**src/rtl/usb_pkg.sv**
```systemverilog
// Shared USB packet-layer constants: PID codes, PID type encodings, CRC
// polynomials/init/residual values, field lengths and receiver FSM states.
package usb_pkg;

    localparam int unsigned PID_W  = 4;
    localparam int unsigned ADDR_W = 11;
    localparam int unsigned BYTE_W = 8;
    localparam int unsigned CNT_W  = 7;
    localparam int unsigned ST_W   = 3;

    // Token PIDs
    localparam logic [3:0] PID_OUT   = 4'b0001;
    localparam logic [3:0] PID_IN    = 4'b1001;
    localparam logic [3:0] PID_SOF   = 4'b0101;
    localparam logic [3:0] PID_SETUP = 4'b1101;
    // Data PIDs
    localparam logic [3:0] PID_DATA0 = 4'b0011;
    localparam logic [3:0] PID_DATA1 = 4'b1011;
    localparam logic [3:0] PID_DATA2 = 4'b0111;
    localparam logic [3:0] PID_MDATA = 4'b1111;
    // Handshake PIDs
    localparam logic [3:0] PID_ACK   = 4'b0010;
    localparam logic [3:0] PID_NAK   = 4'b1010;
    localparam logic [3:0] PID_STALL = 4'b1110;
    localparam logic [3:0] PID_NYET  = 4'b0110;

    // PID[1:0] selects the packet class
    localparam logic [1:0] PID_TYPE_SPECIAL   = 2'b00;
    localparam logic [1:0] PID_TYPE_TOKEN     = 2'b01;
    localparam logic [1:0] PID_TYPE_HANDSHAKE = 2'b10;
    localparam logic [1:0] PID_TYPE_DATA      = 2'b11;

    localparam int unsigned  CRC5_W        = 5;
    localparam logic [4:0]   CRC5_POLY     = 5'b00101;
    localparam logic [4:0]   CRC5_INIT     = 5'b11111;
    localparam logic [4:0]   CRC5_RESIDUAL = 5'b01100;

    localparam int unsigned  CRC16_W        = 16;
    localparam logic [15:0]  CRC16_POLY     = 16'h8005;
    localparam logic [15:0]  CRC16_INIT     = 16'hFFFF;
    localparam logic [15:0]  CRC16_RESIDUAL = 16'h800D;

    // Packet lengths in bits, PID included
    localparam int unsigned PID_BITS        = 8;
    localparam int unsigned TOKEN_BITS      = 24;
    localparam int unsigned DATA_MIN_BITS   = 24;
    // bit_cnt value while the last address bit is being received
    localparam int unsigned TOKEN_ADDR_LAST = PID_BITS + ADDR_W - 1;

    // Receiver FSM states
    localparam logic [2:0] ST_IDLE      = 3'd0;
    localparam logic [2:0] ST_PID       = 3'd1;
    localparam logic [2:0] ST_TOKEN     = 3'd2;
    localparam logic [2:0] ST_DATA      = 3'd3;
    localparam logic [2:0] ST_NOPAYLOAD = 3'd4;

    // Upper nibble of a PID byte must be the complement of the lower nibble
    function automatic logic pid_check(input logic [7:0] pid_byte);
        return pid_byte[7:4] == ~pid_byte[3:0];
    endfunction

endpackage

```
**src/rtl/usb_crc.sv**
```systemverilog
// Serial MSB-first CRC shift register.
// Ports: clk, rst_n (sync, active-low); clear loads INIT; en shifts bit_in in;
// crc is the registered state, crc_next_c the combinational state after bit_in.
module usb_crc
    import usb_pkg::*;
#(
    parameter int unsigned      WIDTH = CRC5_W,
    parameter logic [WIDTH-1:0] POLY  = CRC5_POLY,
    parameter logic [WIDTH-1:0] INIT  = CRC5_INIT
) (
    input  logic             clk,
    input  logic             rst_n,
    input  logic             clear,
    input  logic             en,
    input  logic             bit_in,
    output logic [WIDTH-1:0] crc,
    output logic [WIDTH-1:0] crc_next_c
);

    logic feedback;

    // One LFSR step: feedback = incoming bit xor current MSB
    always_comb begin
        feedback   = bit_in ^ crc[WIDTH-1];
        crc_next_c = {crc[WIDTH-2:0], 1'b0};
        if (feedback) begin
            crc_next_c = crc_next_c ^ POLY;
        end
    end

    always_ff @(posedge clk) begin
        if (!rst_n) begin
            crc <= '0;
        end else if (clear) begin
            crc <= INIT;
        end else if (en) begin
            crc <= crc_next_c;
        end
    end

endmodule

```
**src/rtl/usb_packet_rx.sv**
```systemverilog
// USB packet-layer receiver: assembles the LSB-first unstuffed bit stream,
// checks the PID, extracts token address/endpoint, streams data bytes through
// a 2-byte delay line (so CRC bytes are never emitted) and reports validity.
// Ports:
//   clk, rst_n          clock, synchronous active-low reset
//   rx_start            SYNC seen, (re)starts a packet
//   rx_finish           EOP seen, packet ended
//   rx_status, rx_bit   one valid received bit per strobe
//   rx_packet_pid       decoded PID nibble
//   rx_packet_addr      token payload {endp, addr} / SOF frame number
//   rx_packet_byte(_en) data payload byte and its 1-cycle strobe
//   rx_packet_valid     packet good, meaningful with rx_packet_fin
//   rx_packet_fin       1-cycle packet-complete pulse
module usb_packet_rx
    import usb_pkg::*;
(
    input  logic                clk,
    input  logic                rst_n,
    input  logic                rx_start,
    input  logic                rx_finish,
    input  logic                rx_status,
    input  logic                rx_bit,
    output logic [PID_W-1:0]    rx_packet_pid,
    output logic [ADDR_W-1:0]   rx_packet_addr,
    output logic [BYTE_W-1:0]   rx_packet_byte,
    output logic                rx_packet_byte_en,
    output logic                rx_packet_valid,
    output logic                rx_packet_fin
);

    logic [ST_W-1:0]    state;
    logic [ST_W-1:0]    state_next;
    logic [ST_W-1:0]    state_eff_c;
    logic [ST_W-1:0]    pid_branch_c;

    logic [CNT_W-1:0]   bit_cnt;
    logic [CNT_W-1:0]   cnt_eff_c;
    logic [2:0]         bit_idx;
    logic [2:0]         idx_eff_c;
    logic [BYTE_W-1:0]  shift_sr;
    logic [BYTE_W-1:0]  byte_c;
    logic [ADDR_W-1:0]  addr_sr;
    logic               pid_ok;
    logic               pid_ok_c;
    logic [1:0]         data_cnt;
    logic [BYTE_W-1:0]  dly0;
    logic [BYTE_W-1:0]  dly1;

    logic               take_c;
    logic               finish_c;
    logic               pid_done_c;
    logic               byte_done_c;
    logic               valid_c;

    logic [CRC5_W-1:0]  crc5;
    logic [CRC5_W-1:0]  crc5_next_c;
    logic [CRC5_W-1:0]  crc5_eff_c;
    logic [CRC16_W-1:0] crc16;
    logic [CRC16_W-1:0] crc16_next_c;
    logic [CRC16_W-1:0] crc16_eff_c;

    usb_crc #(
        .WIDTH (CRC5_W),
        .POLY  (CRC5_POLY),
        .INIT  (CRC5_INIT)
    ) u_crc5 (
        .clk        (clk),
        .rst_n      (rst_n),
        .clear      (rx_start),
        .en         (take_c && (state == ST_TOKEN)),
        .bit_in     (rx_bit),
        .crc        (crc5),
        .crc_next_c (crc5_next_c)
    );

    usb_crc #(
        .WIDTH (CRC16_W),
        .POLY  (CRC16_POLY),
        .INIT  (CRC16_INIT)
    ) u_crc16 (
        .clk        (clk),
        .rst_n      (rst_n),
        .clear      (rx_start),
        .en         (take_c && (state == ST_DATA)),
        .bit_in     (rx_bit),
        .crc        (crc16),
        .crc_next_c (crc16_next_c)
    );

    // State register
    always_ff @(posedge clk) begin
        if (!rst_n) begin
            state <= ST_IDLE;
        end else begin
            state <= state_next;
        end
    end

    // Next state plus the "after this cycle's bit" view used to judge a
    // finish that arrives together with the last bit
    always_comb begin
        take_c      = rx_status && !rx_start && (state != ST_IDLE);
        finish_c    = rx_finish && !rx_start && (state != ST_IDLE);
        byte_c      = {rx_bit, shift_sr[BYTE_W-1:1]};
        pid_done_c  = take_c && (state == ST_PID) && (bit_cnt == CNT_W'(PID_BITS - 1));
        byte_done_c = take_c && (state == ST_DATA) && (bit_idx == 3'd7);

        cnt_eff_c = bit_cnt;
        if (take_c && (bit_cnt != '1)) begin
            cnt_eff_c = bit_cnt + CNT_W'(1);
        end
        idx_eff_c = take_c ? (bit_idx + 3'd1) : bit_idx;
        pid_ok_c  = pid_done_c ? pid_check(byte_c) : pid_ok;

        case (byte_c[1:0])
            PID_TYPE_TOKEN: pid_branch_c = ST_TOKEN;
            PID_TYPE_DATA:  pid_branch_c = ST_DATA;
            default:        pid_branch_c = ST_NOPAYLOAD;
        endcase
        state_eff_c = pid_done_c ? pid_branch_c : state;

        crc5_eff_c  = (take_c && (state == ST_TOKEN)) ? crc5_next_c  : crc5;
        crc16_eff_c = (take_c && (state == ST_DATA))  ? crc16_next_c : crc16;

        valid_c = 1'b0;
        case (state_eff_c)
            ST_TOKEN: valid_c = pid_ok_c && (cnt_eff_c == CNT_W'(TOKEN_BITS))
                                && (crc5_eff_c == CRC5_RESIDUAL);
            ST_DATA: valid_c = pid_ok_c && (cnt_eff_c >= CNT_W'(DATA_MIN_BITS))
                               && (idx_eff_c == 3'd0)
                               && (crc16_eff_c == CRC16_RESIDUAL);
            ST_NOPAYLOAD: valid_c = pid_ok_c && (cnt_eff_c == CNT_W'(PID_BITS));
            default: valid_c = 1'b0;
        endcase

        state_next = state_eff_c;
        if (rx_start) begin
            state_next = ST_PID;
        end else if (finish_c) begin
            state_next = ST_IDLE;
        end
    end

    // Datapath and registered outputs
    always_ff @(posedge clk) begin
        if (!rst_n) begin
            bit_cnt           <= '0;
            bit_idx           <= '0;
            shift_sr          <= '0;
            addr_sr           <= '0;
            pid_ok            <= 1'b0;
            data_cnt          <= '0;
            dly0              <= '0;
            dly1              <= '0;
            rx_packet_pid     <= '0;
            rx_packet_addr    <= '0;
            rx_packet_byte    <= '0;
            rx_packet_byte_en <= 1'b0;
            rx_packet_valid   <= 1'b0;
            rx_packet_fin     <= 1'b0;
        end else begin
            rx_packet_fin     <= 1'b0;
            rx_packet_byte_en <= 1'b0;
            if (rx_start) begin
                bit_cnt         <= '0;
                bit_idx         <= '0;
                shift_sr        <= '0;
                addr_sr         <= '0;
                pid_ok          <= 1'b0;
                data_cnt        <= '0;
                dly0            <= '0;
                dly1            <= '0;
                rx_packet_valid <= 1'b0;
            end else begin
                if (take_c) begin
                    bit_cnt  <= cnt_eff_c;
                    bit_idx  <= idx_eff_c;
                    shift_sr <= byte_c;
                end
                if (take_c && (state == ST_TOKEN)) begin
                    addr_sr <= {rx_bit, addr_sr[ADDR_W-1:1]};
                    if (bit_cnt == CNT_W'(TOKEN_ADDR_LAST)) begin
                        rx_packet_addr <= {rx_bit, addr_sr[ADDR_W-1:1]};
                    end
                end
                if (pid_done_c) begin
                    rx_packet_pid <= byte_c[PID_W-1:0];
                    pid_ok        <= pid_ok_c;
                end
                // Two-byte delay line: the trailing CRC16 bytes stay behind
                if (byte_done_c) begin
                    if (data_cnt == 2'd2) begin
                        rx_packet_byte    <= dly1;
                        rx_packet_byte_en <= 1'b1;
                    end else begin
                        data_cnt <= data_cnt + 2'd1;
                    end
                    dly1 <= dly0;
                    dly0 <= byte_c;
                end
                if (finish_c) begin
                    rx_packet_fin   <= 1'b1;
                    rx_packet_valid <= valid_c;
                end
            end
        end
    end

endmodule

```
**config.mk**
```make
export PLATFORM = sky130hd
export DESIGN_NAME = usb_packet_rx
export DESIGN_NICKNAME = d
export VERILOG_FILES = /design/src/rtl/usb_pkg.sv /design/src/rtl/usb_crc.sv /design/src/rtl/usb_packet_rx.sv
export SDC_FILE = /design/constraint.sdc
export NUM_CORES = 1
export LEC_CHECK = 0
export CORE_ASPECT_RATIO = 0.6
export CORE_MARGIN = 2
export CORE_UTILIZATION = 55
export DETAILED_ROUTE_END_ITERATION = 12
export PLACE_DENSITY_LB_ADDON = 0.3
export SLEW_MARGIN = 20
export SYNTH_ARGS = -nofsm -noshare
export SYNTH_HDL_FRONTEND = slang
export SYNTH_SLANG_ARGS = --single-unit
```
**constraint.sdc**
```tcl
create_clock -name clk -period 2.65 [get_ports clk]
set_input_delay 0.53 -clock clk [delete_from_list [all_inputs] [get_ports clk]]
set_output_delay 0.53 -clock clk [all_outputs]
set_load 0.02 [all_outputs]
```
==> qor.yml <==
outcome:
  status: "completed"
timing:
  worst_pin_slew_ns: 0.505
  fmax_ghz: 0.464
  slew_headroom: 0.663
  slew_violations: 0
  hold_viol_final: 0
  setup_tns_ns: 0
  fin_crit_sh: 0.812
  setup_viol: 0
  timing.final.crit_period_ns: 2.15
  grt_setup_unrepaired: "false"
  hold_ws_ns: 0.456
  clock-skew-final_ns: 0.00614
power:
  powerDensity_nw_per_um2: 585
  power.total_w: 0.00275
  irDropWorstVdd_v: 0.000468
  power_leakage_nw: 1.71
worst_setup_path:
  rr_worst_depth: 6
  crit_fanout: 7
  worstPathArrival_ns: 2.43
  end_kind: "flip-flop"
  cp_slowest_cell: "clkdlybuf4s50_1"
  cp.depth: 7
  cpPeakStageDelay_ns: 0.56
  crit_family: "simple AND/OR/NAND/NOR gates"
  cp.required_ns: 2.93
  crit_chain: "clkdlybuf4s50_1 -> nand2b_1 -> or2_1 -> nor4b_4 -> o22ai_1 -> o41ai_2 -> a2bb2oi_2"
  worstSetupPathType: "in2reg"
  setup.worst_path.start_class: "primary input"
  path_buf_inv: 1
finish:
  layout_common_cells: "nand2_1 (117), dfxtp_1 (96), nor2_1 (48)"
  layout_commonest_cell: "nand2_1"
  layout-drive-gt1-share: 0.0832
  layout.nets: 513
  syn_to_final_growth_pct: 16.3
  num_antenna_cells: 0
  fillers: 610
  design_area_um2: 4700
yosys:
  syn_inst: 475
  synth-seq-cells: 96
  synth_area_um2: 4040
  synth_cell_type_count: 53
  synth_top_family_by_area: "simple AND/OR/NAND/NOR gates"
  avgSynthCellArea_um2: 8.51
  synth_seq_area_share: 0.476
  yosys_most_used_dff: "dfxtp_1"
  yosys.area_share.xor_xnor: 0.0325
  synth_nets: 486
  async_flop_share: 0
  synthMuxAreaShare: 0.0647
  synth-compound-area-share: 0.120
  synth-adder-area-share: 0.0155
  synth_edf_count: 0
  yosysWarnings: 0
  synth-simple-area-share: 0.250
global_route:
  antenna_found_initial: 0
  track_usage: 0.236
  grt_pass1_wl_um: 14900
  first_global_vias: 3009
  overflow: 0
  grt_max_degree: 47
cts:
  cts_root_buf: "clkbuf_16"
  clkSinkCount: 96
  cts_tree: "done"
  clk_latency_ns: 0.34
  cts_buffers: 9
  hold_buffers: 0
  postCtsSetupBuffers: 0
  cts_resized: 0
  clock_path_buffers: 2
  cts_max_level: 3
  clk_pin_slew_ns: 0.06
routing:
  drc: 0
  drt_pass1_iterations: 4
  ant_nets: 0
  routed_wl_um: 8760
  drtIter0Drc: 324
  via_count: 3267
  wl_per_cell_um: 14.7
  vias_per_cell: 5.48
die:
  ioPinCount: 32
  num_rows: 24
  fp.coreArea_um2: 7180
  die-width_um: 115
  die_h_um: 70.4
  start_util: 0.563
  die_area_um2: 8070
place:
  port_buffers: 31
  dp_hpwl_um: 6060
  gp_congestion: 0.926
  placed_cell_area_um2: 4450
worst_hold_path:
  hold_class: "reg2reg"
  worstHoldPathCells: 2
run:
  drv_cap: 0
final cells by class:
class	count	area (um^2)	share of cell area
Timing Repair Buffer	47	430	0.0915
Inverter	8	30.0	0.00639
Multi-Input combinational cell	340	1950	0.415
Clock buffer	11	233	0.0495
Sequential cell	96	1920	0.409
Tap cell	91	114	0.0242
Clock inverter	3	21.3	0.00452
state kept, by name (all words and copies together) (netlist names), 2 cells and up:
| register | count |
|---|---|
| rx_packet_pid | 4 |
| bit_idx | 3 |
| addr_sr | 10 |
| u_crc5.crc | 5 |
| rx_packet_byte | 8 |
| dly0 | 8 |
| bit_cnt | 7 |
| dly1 | 8 |
| data_cnt | 2 |
| state | 3 |
| shift_sr | 7 |
| rx_packet_addr | 11 |
| u_crc16.crc | 16 |
cell families after synthesis:
family                     after synthesis
and+or+nand+nor                        214
adders and majority gates                5
AOI/OAI and AO/OA                       80
muxes                                   26
xor gates and xnor gates                15
DFF                                     96
buffers and inverters                   39
synthesized netlist by cell type, types with 2 or more instances:
cell      number  share of area
nand2_1      117           0.11
dfxtp_1       96           0.48
nor2_1        48          0.045
a21oi_1       41          0.051
mux2i_1       25          0.062
a31oi_1       20          0.031
clkbuf_1      20          0.019
xnor2_1       12          0.026
nand3_1        9          0.011
buf_2          8         0.0099
inv_1          7         0.0065
nor3_1         7         0.0087
ha_1           5          0.015
nor4_1         4         0.0062
a211oi_1       3         0.0056
and3_1         3         0.0046
nor3b_1        3         0.0056
o21ai_0        3         0.0037
xor2_1         3         0.0065
and2_1         2         0.0031
and4bb_1       2         0.0062
nand2b_1       2         0.0031
nand3b_4       2         0.0099
nor3_2         2         0.0050
o21a_1         2         0.0037
or3_1          2         0.0031
metrics by stage:
stage / util / worst slack (ns) / cells
floorplan: - / 0.698 / 475
detailed placement: 0.620 / 0.173 / 582
finish: 0.655 / 0.497 / 596
global route: 0.655 / 0.375 / 596
global placement: 0.620 / 0.210 / 582
CTS: 0.655 / 0.522 / 596
path summary, 6_finish.rpt:
kind	startpoint	endpoint	slack [ns]
worst min register to register	dly1[2]$_SDFFE_PP0P_	dly1[2]$_SDFFE_PP0P_	0.46
worst max-delay path	rx_status	rx_packet_valid$_SDFFE_PP0P_	0.50
worst max register to register	state[0]$_SDFF_PN0_	rx_packet_valid$_SDFFE_PP0P_	0.58
worst min-delay path	dly1[2]$_SDFFE_PP0P_	dly1[2]$_SDFFE_PP0P_	0.46
worst min-delay path, stage by stage, from the launching register on:
cell and delay, ns:
dfxtp_1 0.31, nand2_1 0.05, a21oi_1 0.05
per-layer routing:
layer	global-route usage	part of all wire
met2	0.324	0.41
met3	0.0720	0.057
met1	0.353	0.52
met4	0.0718	0.012
met5	0	0
report_power, final:
part / leakage [nW] / switching (W) / internal (W) / total [W]
sequential: 0.780 / 0.0000264 / 0.00147 / 0.00149
combinational: 0.811 / 0.0000747 / 0.0000474 / 0.000122
clock: 0.121 / 0.000511 / 0.000626 / 0.00114
No activity file was read; power rests on OpenSTA's default activity.
